**src/rtl/uart_pkg.sv**
```systemverilog
// Shared UART definitions used by both the transmit and receive paths.
package uart_pkg;

    localparam int UART_DATA_W = 8;

    typedef enum logic [1:0] {
        IDLE  = 2'd0,
        START = 2'd1,
        DATA  = 2'd2,
        STOP  = 2'd3
    } uart_state_t;

    // Clocks per bit period; integer division truncates toward zero.
    function automatic int calc_baud_cnt_max(input int clk_freq, input int uart_bps);
        return clk_freq / uart_bps;
    endfunction

endpackage

```
**src/rtl/sync_fifo.sv**
```systemverilog
// Single-clock FIFO with show-ahead read data. Pointers carry one extra
// wrap bit so full and empty are distinguished without a separate counter.
module sync_fifo #(
    parameter int WIDTH = 8,
    parameter int DEPTH = 16
) (
    input  logic                     sys_clk,
    input  logic                     sys_rst,
    input  logic                     wr_en,
    input  logic [WIDTH-1:0]         wr_data,
    input  logic                     rd_en,
    output logic [WIDTH-1:0]         rd_data,
    output logic                     full,
    output logic                     empty,
    output logic [$clog2(DEPTH):0]   count
);

    localparam int AW = $clog2(DEPTH);

    logic [WIDTH-1:0] mem [DEPTH];
    logic [AW:0]      wr_ptr;
    logic [AW:0]      rd_ptr;
    logic             wr_ok;
    logic             rd_ok;

    // A write into a full FIFO is dropped even if a read frees a slot on the same edge.
    assign wr_ok   = wr_en && !full;
    assign rd_ok   = rd_en && !empty;
    assign empty   = (wr_ptr == rd_ptr);
    assign full    = (wr_ptr[AW] != rd_ptr[AW]) && (wr_ptr[AW-1:0] == rd_ptr[AW-1:0]);
    assign count   = wr_ptr - rd_ptr;
    assign rd_data = mem[rd_ptr[AW-1:0]];

    // Pointer update; each pointer advances independently on its accepted strobe.
    always_ff @(posedge sys_clk or posedge sys_rst) begin
        if (sys_rst) begin
            wr_ptr <= '0;
            rd_ptr <= '0;
        end else begin
            if (wr_ok) wr_ptr <= wr_ptr + 1'b1;
            if (rd_ok) rd_ptr <= rd_ptr + 1'b1;
        end
    end

    // Storage array; contents are don't-care until written, so no reset.
    always_ff @(posedge sys_clk) begin
        if (wr_ok) mem[wr_ptr[AW-1:0]] <= wr_data;
    end

endmodule

```
**src/rtl/uart_tx_fifo.sv**
```systemverilog
// 8N1 UART transmitter fed from an internal byte FIFO. Queued bytes are
// sent back-to-back; a byte is popped on entry to START and held in the
// shift register for the whole frame.
//
//   state | meaning
//   ------+----------------------------------------------------------
//   IDLE  | line high, waiting for the FIFO to become non-empty
//   START | start bit (tx=0) for one bit period
//   DATA  | data bits LSB first, one bit period each
//   STOP  | stop bit (tx=1); pops the next byte on its last clock
module uart_tx_fifo
    import uart_pkg::*;
#(
    parameter int CLK_FREQ     = 50_000_000,
    parameter int UART_BPS     = 9600,
    parameter int BAUD_CNT_MAX = calc_baud_cnt_max(CLK_FREQ, UART_BPS),
    parameter int FIFO_DEPTH   = 16
) (
    input  logic                   sys_clk,
    input  logic                   sys_rst,
    input  logic [UART_DATA_W-1:0] pi_data,
    input  logic                   pi_flag,
    output logic                   full,
    output logic                   busy,
    output logic                   tx
);

    localparam int BAUD_W = (BAUD_CNT_MAX > 1) ? $clog2(BAUD_CNT_MAX) : 1;
    localparam int CNT_W  = $clog2(FIFO_DEPTH) + 1;
    localparam logic [BAUD_W-1:0] BAUD_LAST = BAUD_W'(BAUD_CNT_MAX - 1);

    uart_state_t            state_q;
    uart_state_t            state_d;
    logic [BAUD_W-1:0]      baud_q;
    logic [BAUD_W-1:0]      baud_d;
    logic [2:0]             bit_q;
    logic [2:0]             bit_d;
    logic [UART_DATA_W-1:0] shift_q;
    logic                   load;
    logic                   tx_d;
    logic                   tx_q;

    logic                   fifo_rd;
    logic [UART_DATA_W-1:0] fifo_data;
    logic                   fifo_empty;
    logic [CNT_W-1:0]       fifo_count;
    logic                   fifo_avail;
    logic                   baud_last;

    sync_fifo #(
        .WIDTH (UART_DATA_W),
        .DEPTH (FIFO_DEPTH)
    ) u_fifo (
        .sys_clk (sys_clk),
        .sys_rst (sys_rst),
        .wr_en   (pi_flag),
        .wr_data (pi_data),
        .rd_en   (fifo_rd),
        .rd_data (fifo_data),
        .full    (full),
        .empty   (fifo_empty),
        .count   (fifo_count)
    );

    assign fifo_avail = !fifo_empty && (fifo_count != '0);
    assign baud_last  = (baud_q == BAUD_LAST);
    assign busy       = (state_q != IDLE);
    assign tx         = tx_q;

    // Next-state, counter and pop decisions; the line level for the next
    // cycle is derived here so tx itself comes straight from a flop.
    always_comb begin
        state_d = state_q;
        baud_d  = baud_q + 1'b1;
        bit_d   = bit_q;
        load    = 1'b0;
        fifo_rd = 1'b0;
        case (state_q)
            IDLE: begin
                baud_d = '0;
                if (fifo_avail) begin
                    fifo_rd = 1'b1;
                    load    = 1'b1;
                    state_d = START;
                end
            end
            START: begin
                if (baud_last) begin
                    baud_d  = '0;
                    bit_d   = 3'd0;
                    state_d = DATA;
                end
            end
            DATA: begin
                if (baud_last) begin
                    baud_d = '0;
                    if (bit_q == 3'd7) state_d = STOP;
                    else               bit_d   = bit_q + 3'd1;
                end
            end
            STOP: begin
                if (baud_last) begin
                    baud_d = '0;
                    if (fifo_avail) begin
                        fifo_rd = 1'b1;
                        load    = 1'b1;
                        state_d = START;
                    end else begin
                        state_d = IDLE;
                    end
                end
            end
            default: begin
                baud_d  = '0;
                state_d = IDLE;
            end
        endcase

        case (state_d)
            START:   tx_d = 1'b0;
            DATA:    tx_d = shift_q[bit_d];
            default: tx_d = 1'b1;
        endcase
    end

    // State, counters, shift register and registered line output.
    always_ff @(posedge sys_clk or posedge sys_rst) begin
        if (sys_rst) begin
            state_q <= IDLE;
            baud_q  <= '0;
            bit_q   <= '0;
            shift_q <= '0;
            tx_q    <= 1'b1;
        end else begin
            state_q <= state_d;
            baud_q  <= baud_d;
            bit_q   <= bit_d;
            tx_q    <= tx_d;
            if (load) shift_q <= fifo_data;
        end
    end

endmodule

```
**config.mk**
```make
export PLATFORM = sky130hd
export DESIGN_NAME = uart_tx_fifo
export DESIGN_NICKNAME = d
export VERILOG_FILES = /design/src/rtl/uart_pkg.sv /design/src/rtl/sync_fifo.sv /design/src/rtl/uart_tx_fifo.sv
export SDC_FILE = /design/constraint.sdc
export NUM_CORES = 1
export LEC_CHECK = 0
export ABC_AREA = 1
export CORE_ASPECT_RATIO = 1.4
export CORE_MARGIN = 4
export CORE_UTILIZATION = 56
export DETAILED_ROUTE_END_ITERATION = 12
export MAX_ROUTING_LAYER = met4
export PLACE_DENSITY = 0.77
export SKIP_LAST_GASP = 1
export SLEW_MARGIN = 10
export SYNTH_ARGS = -nofsm -noshare
export SYNTH_HDL_FRONTEND = slang
export SYNTH_SLANG_ARGS = --single-unit
```
**constraint.sdc**
```tcl
create_clock -name sys_clk -period 2.3 [get_ports sys_clk]
set_clock_uncertainty 0.1 [all_clocks]
set_input_delay 0.575 -clock sys_clk [delete_from_list [all_inputs] [get_ports sys_clk]]
set_output_delay 0.575 -clock sys_clk [all_outputs]
set_load 0.005 [all_outputs]
```
; After elaboration in Yosys (flattened, before gate mapping)
; Memories as Yosys holds them, arrays and structs flattened. A register that Yosys moved wholly into a read port is not among the register bits.
; Index checks and enable logic that the tools add are counted.
[word_totals]
in_bits = 11
latch_bits = 0
romBits = 0
mem_bits_rw = 128
reg_bits = 29
output_inout_bits = 3
word_cells = 54
memories = 1
[memory_table]
columns = name, words, word_bits, rd, rd_ports_with_merged_regs, wr, line_no
row1 = u_fifo.mem, 16, 8, 1, 1, 1, sync_fifo.sv:20  ; logic [WIDTH-1:0] mem [DEPTH];
[op_classes]
div_mod_pow = 0
n_mul = 0
reduce_logical = 10
muxes = 21
addsub = 5
shift = 0
order_cmp = 1
n_eq_ne = 10
n_bitwise = 0
[op_table]
columns = cell, count
row1 = case mux 13 bit (2 select lines), 1
row2 = "adder 13 x 1 -> 13 bit, second input constant", 1
row3 = "== test 13 bit, second input constant", 1
row4 = two-way mux 13 bit, 1
row5 = "adder 5 x 1 -> 5 bit, second input constant", 2
row6 = two-way mux 2 bit, 5
row7 = two-way mux 3 bit, 3
row8 = case mux 2 bit (4 select lines), 1
row9 = "== test 2 bit, second input constant", 3
row10 = two-way mux 1 bit, 6
row11 = case mux 3 bit (2 select lines), 1
row12 = == test 5 bit, 1
row13 = nonzero test 5 bit, 1
row14 = subtractor 5 bit, 1
row15 = "== test 2 x 1 -> 1 bit, second input constant", 2
row16 = == test 4 bit, 1
row17 = logical AND 1 bit, 4
row18 = "< comparator 3 x 4 -> 1 bit, second input constant", 1
row19 = case mux 1 bit (2 select lines), 2
row20 = "adder 3 x 1 -> 3 bit, second input constant", 1
row21 = binary-select mux 1 bit (select 3 bit), 1
row22 = "== test 3 bit, second input constant", 1
row23 = OR reduction 3 bit, 1
row24 = logical NOT 1 bit, 2
row25 = other kinds (3), 3

; Depth between registers and ports, before layout
[depth]
depth_word = 8
depth_mapped = 16
depth_no_buf = 16

; By module
; A second synthesis with hierarchy kept.
[hier_totals]
cells_unflattened = 864
hier_area_um2 = 8041.5
[modules_own_cells]
columns = mod, instances, area_each_um2, seq_area_each_um2, cells_each
row1 = sync_fifo, 1, 6392.4, 4093.9, 659
row2 = uart_tx_fifo, 1, 1649.1, 676.9, 205

; Worst setup path before layout
; Ideal clock, no wire load.
[synth_timing]
path_kind = register to register
startpoint = register u_fifo.rd_ptr[1]
endpoint = memory u_fifo.mem[15][0] (enable)
setup_time_ps = 375
stages_incl_launch_ff = 11
arrival_ps = 2027
required_ps = 1825
synth_period_minus_slack_ps = 2501
path_slack_ps = -201
path_buffers = 1
cell_sequence = dfrtp_1 > inv_1 > clkbuf_1 > ha_1 > nand2_1 > nor2_1 > nand2_1 > nand2_1 > inv_1 > nand2_1 > nor2_1
[synth_via]
elab_chain_cells = 6
[synth_lines]
columns = element, line_no
row1 = from (decl), sync_fifo.sv:22  ; logic [AW:0] rd_ptr;
row2 = from (signal assigned), sync_fifo.sv:41  ; if (rd_ok) rd_ptr <= rd_ptr + 1'b1;
row3 = == test 4 bit, sync_fifo.sv:30  ; assign full = (wr_ptr[AW] != rd_ptr[AW]) && (wr_ptr[AW-1:0] == rd_ptr[AW-1:0]);
row4 = logical AND 1 bit, sync_fifo.sv:30
row5 = logical NOT 1 bit, sync_fifo.sv:27  ; assign wr_ok = wr_en && !full;
row6 = logical AND 1 bit, sync_fifo.sv:27
row7 = two-way mux 1 bit, sync_fifo.sv:47  ; if (wr_ok) mem[wr_ptr[AW-1:0]] <= wr_data;
row8 = two-way mux 1 bit (not written as such), sync_fifo.sv:47
row9 = to (decl), sync_fifo.sv:20
; Every way passes these cells.

; Final worst setup path
[layout_timing]
startpoint = register u_fifo.rd_ptr[0]
endpoint = output port full
[layout_via]
elab_chain_cells = 2
[layout_lines]
columns = element, line_no
row1 = == test 4 bit, sync_fifo.sv:30
row2 = logical AND 1 bit, sync_fifo.sv:30
row3 = to (decl), uart_tx_fifo.sv:23  ; output logic full,
; Every way passes these cells.

==> results.cfg <==
[synth]
yosys.area.top_type = edfxtp_1
yosysUniqueCellTypes = 38
synth-compound-area-share = 0.101
synth-simple-area-share = 0.162
synth-seq-cells = 165
yosys_warnings = 0
synth_top_area_frac = 0.525
synthCells = 669
syn_nets = 696
avgSynthCellArea_um2 = 10.9
synthesis.area_um2 = 7320
synthArstFlopShare = 0.224
synth.area.mux_share = 0
synthTopCellsByArea = edfxtp_1 (53%), dfrtp_1 (12%), nor2_1 (5.3%), o21ai_0 (4.9%), nand2_1 (4.7%)
synth-adder-area-share = 0.0274
yosysMostFrequentCell = edfxtp_1
seq_area_frac_synth = 0.652
synth_top_family_by_area = simple AND/OR/NAND/NOR gates
synthXorXnorAreaFrac = 0.0154
synthFlopType = edfxtp_1
synth_common_cells = edfxtp_1 (128), nor2_1 (103), nand2_1 (91)
synth_edf_count = 128

[global_routing]
grt_use_total = 0.236
grt_max_degree = 68
grt_pass1_wl_um = 26400
grt_overflow = 0
antenna_found_initial = 0
first_global_vias = 5160

[cts]
cts_tree = built
htree_levels = 4
cts_num_sinks = 165
cts.clk_slew.worst_paths_ns = 0.07
cts_buffers = 17
clock_path_buffers = 2
clk_latency_ns = 0.43
root_buffer = clkbuf_16

[timing]
max_freq_mhz = 440
worst_pin_slew_ns = 0.671
hold_violations = 0
rsz0062_at_grt = true
fin_crit_sh = 0.988
period_needed_ns = 2.27
slew_headroom = 0.551
maxSlewViolCount = 0
tns_ns = 0
setup_slack_ns = 0.0283
setup_violations = 0

[power_and_ir_drop]
switchingPower_uw = 2080
comb_power_share = 0.153
power_uw = 7600
pwr-share-seq = 0.471
p_int_uw = 5510
leakage_uw = 0.00322
clkPwrFrac = 0.375
p_per_area_nw_per_um2 = 880
switching_share = 0.274
vdd_drop_max_uv = 708

[detailed_routing]
finalWirelength_um = 16200
final_antenna_net_count = 0
vias = 5177
wire_per_inst_um = 18.3
drt_pass1_iterations = 5
via_per_inst = 5.86
drtIter0Drc = 459
drc = 0

[status]
outcome = complete, no violations

[worst_setup_path]
rrSetupSlack_ns = 0.09
cp-start-kind = flop
criticalPathCategory = flop to output pin
crit_path_end_kind = output pin
r2r_cells = 9
timing.rr.start = u_fifo.rd_ptr[0]$_DFFE_PP0P_
cp-startpoint = u_fifo.rd_ptr[0]$_DFFE_PP0P_
r2r-end = shift_q[0]$_DFFE_PP0P_
crit_arrival_ns = 1.60
required_ns = 1.62
cp_max_fo = 2

[cells_and_area]
stdcell_area_um2 = 8640
finalNetCount = 745
layout-drive-gt1-share = 0.179
antennaDiodeCount = 0
finalNonFillerCells = 884
areaGrowthSynthToFinish_pct = 18.0

[job]
maxCapViolations = 0

[floorplan]
dieHeight_um = 143
start_util = 0.571
dieArea_um2 = 15000
die_w_um = 105
io_pins = 14
rows = 49
coreArea_um2 = 12800

[placement]
hpwlAfterDp_um = 10800
placed_area_um2 = 7850
pre_cts_ws_ns = -0.0671
port_buffers = 13
place.gp.congestion = 0.970
dpl.cell_count = 843

[worst_hold_path]
min_path_type = input port to asynchronous set/reset pin
## cell families (layout without fill, tap and decap cells)
group | Yosys count | in the layout
and+or+nand+nor | 269 | 269
xor gates and xnor gates | 12 | 12
adders and majority gates | 16 | 16
AOI/OAI and AO/OA | 128 | 128
buffers and inverters | 79 | 141
DFF | 165 | 165
## worst max-delay path by stage
stage	end	slack, ns
final	full	0.03
after floorplan	u_fifo.mem[0][0]$_DFFE_PP_	-0.11
after global routing	full	-0.05
after detailed placement	u_fifo.mem[15][3]$_DFFE_PP_	-0.07
after global placement	u_fifo.mem[3][7]$_DFFE_PP_	-0.06
after CTS	shift_q[0]$_DFFE_PP0P_	-0.02
## critical path, stage by stage (launching register included)
cell and delay, ns:
dfrtp_1 0.40, ha_1 0.33, nand2_2 0.08, nor2_4 0.12, nand2_2 0.08, inv_2 0.06, buf_2 0.10
## sequential cells by signal (all words and copies together), names as in the netlist
name and cells:
baud_q 13, u_fifo.wr_ptr 5, bit_q 3, shift_q 8
tx 1, u_fifo.mem 128, u_fifo.rd_ptr 5, state_q 2
## layer usage
metal  track usage  wire length, µm
met1         0.276             6240
met2         0.406             8480
met3        0.0294              893
met4         0.115              601
met5             -                0
## metrics by stage
stage / utilization / hold WS, ns
after global routing: 0.674 / 0.406
after CTS: 0.668 / 0.381
final: 0.674 / 0.369
after global placement: 0.612 / 0.347
after detailed placement: 0.612 / 0.375
after floorplan: - / 0.333
## cell usage in the layout (no fill, tap or decap), drive strengths merged
| master | n |
|---|---|
| edfxtp | 128 |
| nor2 | 112 |
| nand2 | 100 |
| o21ai | 83 |
| inv | 59 |
| nand3 | 45 |
| buf | 41 |
| dfrtp | 36 |
| clkbuf | 18 |
| o221ai | 16 |
| o22ai | 16 |
| ha | 16 |
| xor2 | 12 |
| clkdlybuf4s50 | 11 |
| a21oi | 8 |
| clkinv | 7 |
| nor3 | 5 |
| nand4 | 4 |
| clkinvlp | 3 |
| nor3b | 2 |
| o21bai | 1 |
| a31oi | 1 |
| a211oi | 1 |
| o211ai | 1 |
| o21a | 1 |
| nand3b | 1 |
| bufinv | 1 |
| dlygate4sd2 | 1 |
| dfstp | 1 |
## power groups by stage
stage | sequential, µW | combinational, µW | clock (µW)
floorplan | 3620 | 526 | 0
global placement | 3620 | 916 | 0
detailed placement | 3630 | 965 | 0
CTS | 3580 | 1070 | 2890
global route | 3600 | 1280 | 3020
finish | 3580 | 1160 | 2850
## area by class of cell
cell class	instances	area [µm²]
fill	900	4180
multi-input combinational	425	2350
inverter	55	213
tap	153	191
clock inverter	15	189
clock buffer	17	425
sequential	165	4770
timing repair buffer	54	492
## what timing repair did
| item | in CTS | in global routing |
|---|---|---|
| setup buffers | 7 | 2 |
| pin swaps | 5 | 6 |
| gates resized for setup | 20 | 17 |
| hold buffers | 0 | 0 |
| setup endpoints to repair | 38 | 143 |
Power figures use the tool's default switching activity.
